`config.mk`:
```
export PLATFORM = sky130hd
export DESIGN_NAME = alu_seq_unit
export DESIGN_NICKNAME = d
export VERILOG_FILES = /design/src/rtl/alu_pkg.sv /design/src/rtl/alu_flags_calc.sv /design/src/rtl/alu_seq_unit.sv
export SDC_FILE = /design/constraint.sdc
export NUM_CORES = 1
export LEC_CHECK = 0
export BUFFER_PORTS_ARGS = -buffer_cell sky130_fd_sc_hd__buf_4
export CORE_ASPECT_RATIO = 1.1
export CORE_MARGIN = 8
export CORE_UTILIZATION = 50
export CTS_CLUSTER_SIZE = 10
export DETAILED_ROUTE_END_ITERATION = 12
export PLACE_DENSITY = 0.7
export RECOVER_POWER = 25
export SETUP_SLACK_MARGIN = 0.05
export SLEW_MARGIN = 30
export SYNTH_ARGS = -nofsm -noshare
export SYNTH_HDL_FRONTEND = slang
export SYNTH_HIERARCHICAL = 1
export SYNTH_SLANG_ARGS = --single-unit
```
`constraint.sdc`:
```
create_clock -name clock -period 3.2 [get_ports clock]
set_input_delay 0.16 -clock clock [delete_from_list [all_inputs] [get_ports clock]]
set_output_delay 0.16 -clock clock [all_outputs]
set_load 0.03 [all_outputs]
```
`src/rtl/alu_pkg.sv`:
```
// Shared opcode constants, FSM state type and op-class decode for the sequential ALU.
package alu_pkg;

    localparam logic [4:0] ADD = 5'b00001;
    localparam logic [4:0] SUB = 5'b10001;
    localparam logic [4:0] SLL = 5'b00010;
    localparam logic [4:0] SRL = 5'b01010;
    localparam logic [4:0] SRA = 5'b01110;
    localparam logic [4:0] AND = 5'b00000;
    localparam logic [4:0] OR  = 5'b00100;
    localparam logic [4:0] XOR = 5'b01000;
    localparam logic [4:0] NOR = 5'b01100;
    localparam logic [4:0] LT  = 5'b10011;
    localparam logic [4:0] LTU = 5'b10111;

    typedef enum logic [1:0] {IDLE, SHIFT, DONE} state_t;

    typedef enum logic [2:0] {CLS_BOOL, CLS_ARITH, CLS_SHIFT, CLS_CMP, CLS_ILLEGAL} op_class_t;

    function automatic op_class_t op_class(input logic [4:0] fn);
        op_class_t cls;
        case (fn[1:0])
            2'b00:   cls = CLS_BOOL;
            2'b01:   cls = CLS_ARITH;
            2'b10:   cls = CLS_SHIFT;
            default: cls = fn[4] ? CLS_CMP : CLS_ILLEGAL;
        endcase
        return cls;
    endfunction

endpackage

```
`src/rtl/alu_flags_calc.sv`:
```
// Single-cycle result and N/Z/C/V generation for add/sub, boolean and compare ops.
module alu_flags_calc
    import alu_pkg::*;
#(
    parameter int width = 8
) (
    input  logic [width-1:0] a_i,
    input  logic [width-1:0] b_i,
    input  logic [4:0]       fn_i,
    output logic [width-1:0] r_o,
    output logic             n_o,
    output logic             z_o,
    output logic             c_o,
    output logic             v_o
);

    logic [width-1:0] b_eff;
    logic [width:0]   sum;
    logic             ovf;
    logic             lt_s;
    logic             lt_u;

    always_comb begin
        // Subtract and compare share the A + ~B + 1 adder path.
        b_eff = fn_i[4] ? ~b_i : b_i;
        sum   = {1'b0, a_i} + {1'b0, b_eff} + {{width{1'b0}}, fn_i[4]};
        ovf   = (a_i[width-1] == b_eff[width-1]) && (sum[width-1] != a_i[width-1]);
        lt_s  = sum[width-1] ^ ovf;
        lt_u  = ~sum[width];

        r_o = '0;
        c_o = 1'b0;
        v_o = 1'b0;
        case (op_class(fn_i))
            CLS_ARITH: begin
                r_o = sum[width-1:0];
                c_o = sum[width];
                v_o = ovf;
            end
            CLS_BOOL: begin
                case (fn_i[3:2])
                    2'b00:   r_o = a_i & b_i;
                    2'b01:   r_o = a_i | b_i;
                    2'b10:   r_o = a_i ^ b_i;
                    default: r_o = ~(a_i | b_i);
                endcase
            end
            CLS_CMP: begin
                r_o = {{(width-1){1'b0}}, (fn_i[2] ? lt_u : lt_s)};
                c_o = sum[width];
                v_o = ovf;
            end
            default: ;
        endcase
        n_o = r_o[width-1];
        z_o = (r_o == '0);
    end

endmodule

```
`src/rtl/alu_seq_unit.sv`:
```
// Handshaked ALU responder: one-cycle arithmetic/logic ops, shifts run one bit per clock.
module alu_seq_unit
    import alu_pkg::*;
#(
    parameter int width = 8
) (
    input  logic             clock,
    input  logic             reset,
    input  logic             req_valid,
    output logic             req_ready,
    input  logic [width-1:0] A,
    input  logic [width-1:0] B,
    input  logic [4:0]       ALUfn,
    output logic             rsp_valid,
    input  logic             rsp_ready,
    output logic [width-1:0] R,
    output logic             FlagN,
    output logic             FlagZ,
    output logic             FlagC,
    output logic             FlagV
);

    localparam int SW = $clog2(width);

    // Handshake: a request transfers on a rising edge with req_valid && req_ready;
    // a response transfers on a rising edge with rsp_valid && rsp_ready.

    state_t           state_q, state_d;
    logic             right_q, right_d;
    logic             arith_q, arith_d;
    logic [width-1:0] sh_q, sh_d;
    logic [SW-1:0]    cnt_q, cnt_d;
    logic [width-1:0] r_q, r_d;
    logic             n_q, n_d, z_q, z_d, c_q, c_d, v_q, v_d;

    logic [width-1:0] calc_r;
    logic             calc_n, calc_z, calc_c, calc_v;
    logic [width-1:0] sh_next;
    logic [SW-1:0]    amt;

    alu_flags_calc #(.width(width)) u_calc (
        .a_i  (A),
        .b_i  (B),
        .fn_i (ALUfn),
        .r_o  (calc_r),
        .n_o  (calc_n),
        .z_o  (calc_z),
        .c_o  (calc_c),
        .v_o  (calc_v)
    );

    assign amt     = A[SW-1:0];
    assign sh_next = right_q ? {arith_q & sh_q[width-1], sh_q[width-1:1]}
                             : {sh_q[width-2:0], 1'b0};

    always_comb begin
        state_d = state_q;
        right_d = right_q;
        arith_d = arith_q;
        sh_d    = sh_q;
        cnt_d   = cnt_q;
        r_d     = r_q;
        n_d     = n_q;
        z_d     = z_q;
        c_d     = c_q;
        v_d     = v_q;
        case (state_q)
            IDLE: begin
                if (req_valid) begin
                    if (op_class(ALUfn) == CLS_SHIFT) begin
                        right_d = ALUfn[3];
                        arith_d = ALUfn[2];
                        if (amt == '0) begin
                            r_d     = B;
                            n_d     = B[width-1];
                            z_d     = (B == '0);
                            c_d     = 1'b0;
                            v_d     = 1'b0;
                            state_d = DONE;
                        end else begin
                            sh_d    = B;
                            cnt_d   = amt;
                            state_d = SHIFT;
                        end
                    end else begin
                        r_d     = calc_r;
                        n_d     = calc_n;
                        z_d     = calc_z;
                        c_d     = calc_c;
                        v_d     = calc_v;
                        state_d = DONE;
                    end
                end
            end
            SHIFT: begin
                sh_d  = sh_next;
                cnt_d = cnt_q - 1'b1;
                if (cnt_q == SW'(1)) begin
                    r_d     = sh_next;
                    n_d     = sh_next[width-1];
                    z_d     = (sh_next == '0);
                    c_d     = 1'b0;
                    v_d     = 1'b0;
                    state_d = DONE;
                end
            end
            DONE: begin
                if (rsp_ready) state_d = IDLE;
            end
            default: state_d = IDLE;
        endcase
    end

    always_ff @(posedge clock or posedge reset) begin
        if (reset) begin
            state_q <= IDLE;
            right_q <= 1'b0;
            arith_q <= 1'b0;
            sh_q    <= '0;
            cnt_q   <= '0;
            r_q     <= '0;
            n_q     <= 1'b0;
            z_q     <= 1'b0;
            c_q     <= 1'b0;
            v_q     <= 1'b0;
        end else begin
            state_q <= state_d;
            right_q <= right_d;
            arith_q <= arith_d;
            sh_q    <= sh_d;
            cnt_q   <= cnt_d;
            r_q     <= r_d;
            n_q     <= n_d;
            z_q     <= z_d;
            c_q     <= c_d;
            v_q     <= v_d;
        end
    end

    assign req_ready = (state_q == IDLE);
    assign rsp_valid = (state_q == DONE);
    assign R         = r_q;
    assign FlagN     = n_q;
    assign FlagZ     = z_q;
    assign FlagC     = c_q;
    assign FlagV     = v_q;

endmodule
```
## Word level (Yosys, flattened, before mapping)

Cells that the tools add are included.

- Register bits after elaboration: 27
- Bits of input ports: 25
- Word-level logic and storage cells: 102

- Add/subtract/negate cells: 3
- Equal/unequal tests: 18
- Muxes and demuxes: 48
- Bitwise gates (word level): 8
- Reduce and logical (&&, ||, !) cells: 15

Operators by type and width:

| kind | number |
|---|---|
| 2-to-1 mux 8 bit | 9 |
| case mux 8 bit (3 select lines) | 2 |
| case mux 8 bit (2 select lines) | 2 |
| zero test 8 bit | 3 |
| 2-to-1 mux 3 bit | 6 |
| 2-to-1 mux 1 bit | 17 |
| inverter 8 bit | 2 |
| 2-to-1 mux 2 bit | 5 |
| adder 8 x 8 -> 9 bit | 1 |
| adder 9 x 1 -> 9 bit | 1 |
| case mux 3 bit (3 select lines) | 1 |
| bitwise AND 8 bit | 1 |
| OR 8 bit | 1 |
| case mux 1 bit (2 select lines) | 4 |
| AND reduction 4 bit | 2 |
| bitwise XOR 8 bit | 1 |
| equality test 2 x 1 -> 1 bit, second input constant | 3 |
| equality test 2 bit, second input constant | 3 |
| equality test 3 x 1 -> 1 bit, second input constant | 2 |
| equality test 3 x 2 -> 1 bit, second input constant | 2 |
| zero test 2 bit | 3 |
| zero test 3 bit | 2 |
| inequality test 2 bit, second input constant | 3 |
| case mux 2 bit (3 select lines) | 1 |
| 13 further kinds | 15 |

## Longest topological paths before layout

Gate-level depths: netlist of run 1.

- Word-level depth: 13
- Depth in mapped cells: 13

## By module

The synthesis of run 1 kept the hierarchy.

By module, submodules not included:

| module | times used | cells each | area each (µm²) | seq. area each (µm²) |
|---|---|---|---|---|
| alu_seq_unit | 1 | 174 | 1646.6 | 675.6 |
| alu_flags_calc | 1 | 155 | 1184.9 | 0.0 |

## Worst setup path after synthesis of run 1

No wires, ideal clock.

- Path type: input -> register
- From: input port ALUfn[4]
- To: register z_q, in the netlist FlagZ
- Library setup time: 82 ps
- Arrival: 2401 ps
- Setup slack: 717 ps
- Stages: 12
- Path buffers: 1
- Cell sequence: buf_6 > xor2_1 > inv_1 > fa_1 > and2b_1 > o22ai_1 > mux2_4 > a21o_1 > a211o_1 > nor4_2 > a31oi_1 > a31oi_1

- Elaborated cells between the ends (all ways): 24
- Classes of those cells: add/sub: 2; eq/ne: 6; mux: 10; bitwise: 2; reduce/logical: 4

RTL lines:

| element | RTL line | RTL |
|---|---|---|
| start: declaration | alu_seq_unit.sv:13 | `input logic [4:0] ALUfn,` |
| 2-to-1 mux 8 bit / 2-to-1 mux 3 bit (equally long branches) | alu_flags_calc.sv:25, alu_pkg.sv:26 |  |
| adder 8 x 8 -> 9 bit / case mux 3 bit (3 select lines) (equally long branches) | alu_flags_calc.sv:26, alu_pkg.sv:22 |  |
| adder 9 x 1 -> 9 bit (tied with other cells) | alu_flags_calc.sv:26 | `sum = {1'b0, a_i} + {1'b0, b_eff} + {{width{1'b0}}, fn_i[4]};` |
| case mux 8 bit (3 select lines) (*) | alu_flags_calc.sv:34 | `case (op_class(fn_i))` |
| named net calc_r[4] | alu_seq_unit.sv:36 | `logic [width-1:0] calc_r;` |
| zero test 8 bit (*) | alu_flags_calc.sv:56 | `z_o = (r_o == '0);` |
| named net calc_z | alu_seq_unit.sv:37 | `logic calc_n, calc_z, calc_c, calc_v;` |
| 2-to-1 mux 1 bit (*) | alu_seq_unit.sv:70 | `if (op_class(ALUfn) == CLS_SHIFT) begin` |
| 2-to-1 mux 1 bit (*) | alu_seq_unit.sv:69 | `if (req_valid) begin` |
| case mux 1 bit (2 select lines) (*) | alu_seq_unit.sv:67 | `case (state_q)` |
| end signal: assignment | alu_seq_unit.sv:134 | `z_q <= z_d;` |
| end: declaration | alu_seq_unit.sv:34 | `logic n_q, n_d, z_q, z_d, c_q, c_d, v_q, v_d;` |

The timed path passes the listed nets; every way through them passes the cells marked *. The select of a mux whose other input is x is not followed.
A chain may end at the register's enable or synchronous reset.

## Worst setup path in the final report of run 1

Ends and elaborated chain as after synthesis.

==> results of run 1 <==
[layer usage]
layer / GRT usage / wire length, um / up-vias
met5: 0 / 0 / -
met4: 0.0703 / 134 / 0
met3: 0.0165 / 223 / 12
met2: 0.311 / 3490 / 54
met1: 0.224 / 3120 / 1188
li1: - / - / 1205
[worst max path at each step]
stage / from / end / slack (ns)
floorplan: ALUfn[4] / FlagZ / 0.72
global placement: ALUfn[4] / FlagZ / 0.57
detailed placement: ALUfn[4] / R[0] / 0.48
CTS: ALUfn[4] / R[0] / 0.77
global route: ALUfn[4] / R[0] / 0.57
finish: ALUfn[4] / FlagZ / 0.75
[synth_stat cells, types with 2 or more instances]
cell       number
buf_6           2
nor2_1         31
ha_1           26
nand4_1         4
mux2_2         12
nor2b_1         3
o2111ai_1       2
mux2i_1        16
nand2b_1        3
and3_1          2
clkbuf_1        6
buf_4           4
or2b_2          2
mux2_4          5
buf_2           3
a21oi_1        12
xnor2_1        10
dfrtp_1        27
inv_1          33
o21ai_0        13
o211ai_1        6
nand3_1        14
or4_1           2
xor2_1         11
a21o_1          3
nand2_1        27
nor3b_1         3
a31oi_1         6
nor3_1          3
nor4_1          2
a211oi_1        3
a31o_1          3
[state kept, by name, indices dropped and copies added (netlist names)]
register  cells
FlagN         1
R             8
state_q       2
FlagZ         1
cnt_q         3
FlagV         1
arith_q       1
FlagC         1
right_q       1
sh_q          8
[metrics by stage]
stage / hold WS [ns] / cells / instance area, sq um / worst slack, ns
floorplan: 0.213 / 329 / 2830 / 0.717
global placement: 0.452 / 428 / 3120 / 0.568
detailed placement: 0.266 / 428 / 3120 / 0.484
CTS: 0.170 / 433 / 3170 / 0.769
global route: 0.183 / 433 / 3170 / 0.568
finish: 0.168 / 433 / 3170 / 0.746
[kinds of logic after synthesis]
logic type | Yosys count | synth area share
compound gates | 65 | 0.169
simple gates | 106 | 0.187
fa+ha+maj | 27 | 0.122
flops | 27 | 0.239
buf+inv | 49 | 0.0826
xor+xnor | 21 | 0.0650
mux | 34 | 0.136
[where the power goes]
group / switching [mW] / internal (mW) / total, mW
Clock: 0.110 / 0.0873 / 0.197
Sequential: 0.170 / 0.499 / 0.668
Combinational: 0.603 / 0.509 / 1.11
[area by class of cell]
class | instances | share of cell area
tap | 75 | 0.0296
clock inverter | 1 | 0.00158
timing repair buffer | 41 | 0.0978
clock buffer | 3 | 0.0130
inverter | 33 | 0.0391
multi-input combinational | 253 | 0.606
sequential | 27 | 0.213
[worst reg2reg max path, cell delays in order, from the launching register on]
cell	delay (ns)
dfrtp_1	0.55
or2b_2	0.50
nor2_1	0.20
or2_4	0.25
mux2_2	0.36
==> results by group, run 1 <==
Status
  – Status: finished, final reports clean

Global route
  – Overall Global Routing Usage: 0.180
  – First-pass GRT wire length: between 10000 and 15000 um
  – Total congestion overflow: 0
  – Initial antenna violation count: 0
  – Largest net degree at the start of global routing: 28
  – Vias in the first global route: 2475

Finish
  – Area of the multi-input gates: 1920 sq um
  – Util after Layout: 0.584
  – Most common cell after layout, fill and taps aside: buf_4
  – Reg area: around 680 sq um
  – ANT cells: 0
  – Fraction of layout cells with a size suffix above 1: 0.215
  – Area grow syn2layout: 12.0%
  – Most frequent cells in the layout: buf_4, inv_1, nor2_1
  – Filler Cells Inserted: between 500 and 600
  – Nets: just over 400

STA
  – Minimum clock period: between 2 and 2.5 ns
  – Endpoints failing setup: 0
  – Clock skew: around 0.0027 ns
  – Max-slew headroom: 0.320
  – Setup TNS: 0 ns
  – Hold Vio Cnt, Final: 0
  – Final Max Tran Viols: 0
  – Slew @ Worst Pin: around 1.0 ns
  – Fmax: about 400 MHz
  – Unrepaired setup endpoints after global routing: false
  – Tcrit/Tclk final: 0.767

Critical path
  – CP Cell Sequence: buf_4, xor2_1, inv_1, fa_1, and2b_1, o22ai_1, mux2_4, a21o_1, a211o_1, nor4_2, a31oi_1, a31oi_1
  – R2R Path End: R[0]
  – Reg2Reg Setup Slack: ~1.2 ns
  – CP Depth: 12
  – Critical R2R Launch: state_q[0]
  – Startpoint types: input pin
  – CP Data Arrival Time: about 2.7 ns
  – Req. time, crit path: between 3 and 4 ns
  – CP endpoint kind: register
  – Top cell by count, worst path: a31oi_1
  – Crit path max-delay family: compound AO/OA/AOI/OAI gates
  – Worst R2R Path Depth: 4
  – Critical path buffer and inverter count: 2
  – WS Path Type: in2reg
  – Slowest-stage cell, CP: fa_1
  – Slowest stage delay, CP: between 0.4 and 0.5 ns
  – CP Max Fanout: 10

Yosys
  – Post-synth top area cell: dfrtp_1
  – Yosys cell types: just over 60
  – Post-synth EDFFs: 0
  – Yosys warnings: 6
  – Top cell type's share of synthesized area: 0.239
  – Top_reg_cell synth: dfrtp_1
  – Average size of a mapped cell: roughly 8.6 sq um
  – Synthesized area: approximately 2800 sq um
  – Syn Nets: about 380
  – Seq/Total Area, Yosys: 0.239
  – #FFs+latches synth: 27
  – Gate Count Post-Synth: 329
  – Main area contributors after synthesis: dfrtp_1, ha_1, mux2i_1
  – Async S/R FF share, synth: 1.00

Placed design
  – GP Congestion: just over 0.9
  – IO Port Bufs: 38
  – DP Wirelength: roughly 5400 um

Route
  – Vias: 2459
  – Routed wire per std cell: between 15 and 20 um
  – 1st-iter DRT viols: between 150 and 200
  – Number of vias per cell: approximately 5.7
  – Initial DRT Pass Iterations: 4
  – DRC viols: 0
  – Routed WL: 6970 um
  – Final ANT Viol Nets: 0

Floorplanning
  – Row cnt: 28
  – I/O pins: 39
  – Die area: 8330 sq um
  – Die X: between 80 and 90 um
  – Chip height: 94.9 um
  – Core area: around 5400 sq um
  – Initial Util: 0.521

Power and ir drop
  – Pwr dens: 624 nW/um^2
  – Overall Power: 1.98 mW
  – VDD IR max: around 0.00024 V
  – Leak: around 1.5 nW

Hold path
  – Hold Crit Start: ALUfn[2]
  – Hold Path Depth: 2
  – Hold Crit Class: in2reg
  – Hold Path End: arith_q

CTS
  – H-tree lvl count: 1
  – CTS clk-pin slew, worst paths: approximately 0.09 ns
  – CTS Buffer Depth: 2
  – Setup repair bufs after CTS: 0
  – Inserted Clock Buffers: 3
  – Post-CTS Resized: 0
  – Clock root cell: clkbuf_8
  – Clock Sinks: 27
  – CTS Hold Bufs: 1
  – Worst-Skew Late Latency: between 0.2 and 0.3 ns
  – CTS tree: done

Flow run
  – Maxcap violations: 0
Note: power is estimated with default switching activity, not from simulation.
==> run 2: changes to the inputs <==
==> constraint.sdc (replaced) <==
create_clock -name clock -period 2.3 [get_ports clock]
set_input_delay 0.115 -clock clock [delete_from_list [all_inputs] [get_ports clock]]
set_output_delay 0.115 -clock clock [all_outputs]
set_load 0.03 [all_outputs]
==> run 2 against run 1 <==
Against the previous run: utilization rose by 5.0 points; sequential cell count did not move; routed wire length rose by 6.1%; hold slack got worse by 0.034 ns; global-route usage rose by 0.46 points; total power rose by 45%; sequential share of layout area fell by 1.7 points; combinational power rose by 50%; worst setup slack got worse by 0.66 ns; clock skew barely moved; critical path depth did not move.
==> results by group, run 2 (synthesized netlist as in run 1, its figures left out) <==
Status
  – Status: finished, final reports clean

Floorplanning
  – Core area: ~5400 sq um
  – Row cnt: 28
  – Die area: around 8300 sq um
  – Chip height: 94.9 um
  – Initial Util: 0.521
  – I/O pins: 39
  – Die X: a little under 90 um

Route
  – Final ANT Viol Nets: 0
  – Vias: about 2600
  – DRC viols: 0
  – 1st-iter DRT viols: 160
  – Initial DRT Pass Iterations: 4
  – Routed wire per std cell: approximately 16 um
  – Number of vias per cell: approximately 5.6
  – Routed WL: between 7000 and 8000 um

Placed design
  – DP Wirelength: ~5800 um
  – Post-Place Cells: 452
  – Placement Cell Area: between 3000 and 4000 sq um
  – GP Congestion: 1.02
  – IO Port Bufs: 38
  – Pre-CTS setup slack: -0.195 ns

Power and ir drop
  – Pwr dens: 834 nW/um^2
  – Overall Power: ~2.9 mW
  – Leak: 1.68 nW
  – VDD IR max: ~0.00041 V

CTS
  – Inserted Clock Buffers: 3
  – CTS Buffer Depth: 2
  – CTS tree: done
  – H-tree lvl count: 1
  – Clock Sinks: 27
  – CTS clk-pin slew, worst paths: roughly 0.10 ns
  – Clock root cell: clkbuf_8
  – Worst-Skew Late Latency: approximately 0.27 ns

Finish
  – Final Instance Area: between 3000 and 4000 sq um
  – Area grow syn2layout: 21.7%
  – Most frequent cells in the layout: buf_4, inv_1, nor2_1
  – Cell Count, Final, Fillers Out: approximately 460
  – Util after Layout: 0.635
  – Fraction of layout cells with a size suffix above 1: 0.290
  – ANT cells: 0
  – Filler Cells Inserted: between 400 and 500
  – Most common cell after layout, fill and taps aside: buf_4
  – Nets: between 400 and 500

STA
  – Worst setup margin: 0.0831 ns
  – Final Max Tran Viols: 0
  – Slew @ Worst Pin: between 1 and 1.5 ns
  – Max-slew headroom: 0.0296
  – Hold Vio Cnt, Final: 0
  – Endpoints failing setup: 0
  – Fmax: 451 MHz
  – Minimum clock period: 2.22 ns
  – Clock skew: around 0.003 ns
  – Unrepaired setup endpoints after global routing: true
  – Setup TNS: 0 ns
  – WHS: between 0.1 and 0.15 ns
  – Tcrit/Tclk final: 0.964

Critical path
  – Worst R2R Path Depth: 6
  – CP Data Arrival Time: 2.42 ns
  – CP endpoint kind: register
  – Startpoint types: input pin
  – Req. time, crit path: about 2.5 ns
  – CP Max Fanout: 2
  – WS Path Type: in2reg

Global route
  – Initial antenna violation count: 0
  – Largest net degree at the start of global routing: 28
  – First-pass GRT wire length: 12400 um
  – Overall Global Routing Usage: 0.185
  – Total congestion overflow: 0
  – Vias in the first global route: ~2600

Flow run
  – Maxcap violations: 0

Hold path
  – Hold Crit Class: in2reg
  – Hold Path Depth: 2
## run 2: cell types whose count changed in the layout (fill, tap and decap cells not counted), moves of 2 or more
cell	previous run	this run
xor2_1	11	9
buf_8	0	2
buf_4	39	61
xor2_2	0	2
## run 2: final cells by class
| type | count | area [sq um] | share of cell area |
|---|---|---|---|
| flip-flops and latches | 27 | 676 | 0.196 |
| clock buffers | 3 | 41.3 | 0.0120 |
| well taps | 75 | 93.8 | 0.0272 |
| clock inverters | 1 | 5.00 | 0.00145 |
| inverters | 33 | 124 | 0.0359 |
| multi-input cells | 253 | 2000 | 0.580 |
| repair buffers | 66 | 509 | 0.148 |
## run 2: what timing repair did
item                       in CTS  in global routing
buffers inserted                0                  1
gates resized for setup         0                 15
hold endpoints to repair       27                  0
setup endpoints to repair       0                  5
hold buffers                    1                  0
## run 2: final timing paths
path,endpoint,from,slack (ns)
min reg2reg,R[2],R[2],0.52
min,arith_q,ALUfn[2],0.13
max in group asynchronous,right_q,reset,0.57
max reg2reg,R[2],cnt_q[1],0.54
max,FlagZ,B[1],0.08
min in group asynchronous,R[5],reset,0.88
## run 2: metal layers
| layer | global-route usage | part of all wire |
|---|---|---|
| met3 | 0.0148 | 0.037 |
| met1 | 0.236 | 0.45 |
| met5 | 0 | 0 |
| met4 | 0.0674 | 0.019 |
| met2 | 0.316 | 0.50 |
## run 2: critical path, cell delays in order
cell	delay (ns)
buf_8	0.10
xor2_2	0.16
inv_1	0.08
fa_2	0.38
and2b_1	0.23
o22ai_1	0.10
mux2_4	0.30
a21o_1	0.17
a211o_1	0.29
nor4_2	0.21
a31oi_1	0.11
a31oi_1	0.17
## run 2: report_power, final
| part | internal, mW | switching, mW |
|---|---|---|
| combinational | 0.789 | 0.881 |
| sequential | 0.694 | 0.233 |
| clock | 0.122 | 0.156 |
==> run 3: changes to the inputs <==
--- a/config.mk
+++ b/config.mk
@@ -11,7 +11,7 @@
 export CORE_UTILIZATION = 50
 export CTS_CLUSTER_SIZE = 10
 export DETAILED_ROUTE_END_ITERATION = 12
-export PLACE_DENSITY = 0.7
+export PLACE_DENSITY_LB_ADDON = 0.25
 export RECOVER_POWER = 25
 export SETUP_SLACK_MARGIN = 0.05
 export SLEW_MARGIN = 30
==> run 3 against run 2 <==
Against the previous run: sequential share of layout area is 0.15 points lower; combinational power about the same; largest power group unchanged; total power up 0.62%; highest routed layer unchanged; clock skew about the same; critical path type unchanged; register-to-register slack worse by 0.02 ns; global-route usage is 0.12 points lower; sequential cell count is the same; design area up 0.76%; clock power down 1%; utilization up 0.48 points; critical path depth did not move; maximum frequency down 1.0%.
==> results by group, run 3 (synthesized netlist as in run 1, its figures left out) <==
Critical path
  – WS Path Type: in2reg
  – Crit path max-delay family: compound AO/OA/AOI/OAI gates
  – Slowest stage delay, CP: 0.38 ns
  – CP Max Fanout: 2
  – Slowest-stage cell, CP: fa_2
  – CP endpoint kind: register
  – Top cell by count, worst path: a31oi_1
  – CP Cell Sequence: buf_8, xor2_4, inv_2, fa_2, and2b_2, o22ai_2, mux2_4, a21o_1, a211o_1, nor4_2, a31oi_1, a31oi_1
  – CP Data Arrival Time: about 2.4 ns
  – Critical path buffer and inverter count: 2
  – Req. time, crit path: 2.49 ns
  – Startpoint types: input pin

Floorplanning
  – Chip height: approximately 95 um
  – Die area: approximately 8300 sq um
  – Row cnt: 28
  – Initial Util: 0.521
  – Core area: roughly 5400 sq um
  – I/O pins: 39
  – Die X: 87.8 um

Global route
  – Initial antenna violation count: 0
  – Vias in the first global route: 2540
  – Largest net degree at the start of global routing: 28
  – Total congestion overflow: 0
  – Overall Global Routing Usage: 0.184
  – First-pass GRT wire length: between 10000 and 15000 um

Placed design
  – Post-Place Cells: 449
  – DP Wirelength: approximately 5800 um
  – GP Congestion: 0.967
  – Pre-CTS setup slack: -0.257 ns
  – IO Port Bufs: 38

Power and ir drop
  – VDD IR max: ~0.00037 V
  – Leak: around 1.7 nW
  – Overall Power: 2.89 mW
  – Pwr dens: ~830 nW/um^2

Finish
  – Most common cell after layout, fill and taps aside: buf_4
  – Area grow syn2layout: 22.6%
  – Fraction of layout cells with a size suffix above 1: 0.296
  – Nets: approximately 440
  – Most frequent cells in the layout: buf_4, inv_1, nor2_1
  – Cell Count, Final, Fillers Out: about 460
  – Filler Cells Inserted: between 400 and 500
  – ANT cells: 0
  – Util after Layout: 0.639

CTS
  – Inserted Clock Buffers: 3
  – CTS clk-pin slew, worst paths: 0.09 ns
  – Worst-Skew Late Latency: between 0.2 and 0.3 ns
  – Clock Sinks: 27
  – H-tree lvl count: 1
  – Clock root cell: clkbuf_8
  – CTS Buffer Depth: 2
  – CTS tree: done

STA
  – WHS: between 0.1 and 0.15 ns
  – Worst setup margin: about 0.060 ns
  – Tcrit/Tclk final: 0.974
  – Slew @ Worst Pin: about 1.4 ns
  – Endpoints failing setup: 0
  – Clock skew: roughly 0.003 ns
  – Minimum clock period: 2.24 ns
  – Hold Vio Cnt, Final: 0
  – Fmax: ~450 MHz
  – Max-slew headroom: 0.0361
  – Final Max Tran Viols: 0
  – Unrepaired setup endpoints after global routing: true

Route
  – Final ANT Viol Nets: 0
  – Routed wire per std cell: 16.7 um
  – Number of vias per cell: about 5.6
  – Vias: ~2600
  – 1st-iter DRT viols: 145
  – Initial DRT Pass Iterations: 4
  – Routed WL: about 7600 um
  – DRC viols: 0

Hold path
  – Hold Crit Class: in2reg

Status
  – Status: finished, final reports clean

Flow run
  – Maxcap violations: 0
==> run 3: through the flow <==
stage               area, sq um  TNS (ns)
floorplan                  2850   -0.0793
global placement           3290    -0.472
detailed placement         3290    -0.866
CTS                        3340         0
global route               3470   -0.0223
finish                     3470         0
==> run 3: area by class of cell <==
type                    count  area, sq um  area share
clock buffers               4         45.0      0.0130
inverters                  33          124      0.0357
multi-input cells         253         2020       0.581
flip-flops and latches     27          676       0.195
well taps                  75         93.8      0.0270
repair buffers             65          518       0.149
==> run 3: layer usage <==
| layer | GRT usage | routed length, um | vias up |
|---|---|---|---|
| met1 | 0.227 | 3350 | 1234 |
| met4 | 0.0789 | 177 | 0 |
| met5 | 0 | 0 | - |
| li1 | - | - | 1254 |
| met3 | 0.0209 | 305 | 12 |
| met2 | 0.312 | 3780 | 65 |
==> run 3: worst paths after layout <==
check | depth (start not counted) | to | slack, ns | start
worst max-delay path | 12 | FlagZ | 0.06 | B[1]
worst min-delay path | 2 | arith_q | 0.14 | ALUfn[2]
worst max register to register | 4 | R[2] | 0.52 | state_q[1]
worst min register to register | 1 | R[2] | 0.51 | R[2]
max in group asynchronous | 4 | sh_q[1] | 0.58 | reset
min in group asynchronous | 4 | R[5] | 0.89 | reset
==> run 3: what timing repair did <==
item                       CTS  global route
setup endpoints to repair    1             4
resized for setup            0            23
hold endpoints to repair    27             0
hold buffers                 1             0
pin swaps                    1            20
buffers inserted             0             3
==> run 3: where the power goes <==
| part | leakage [nW] | internal [mW] | switching [mW] |
|---|---|---|---|
| clock network | 0.0228 | 0.124 | 0.149 |
| logic | 1.33 | 0.795 | 0.896 |
| registers | 0.333 | 0.694 | 0.232 |
==> run 3: worst register-to-register path, stage by stage (launching register included) <==
cell	delay [ns]
dfrtp_1	0.54
or2b_2	0.36
nor2_1	0.15
or2_4	0.26
mux2_2	0.36
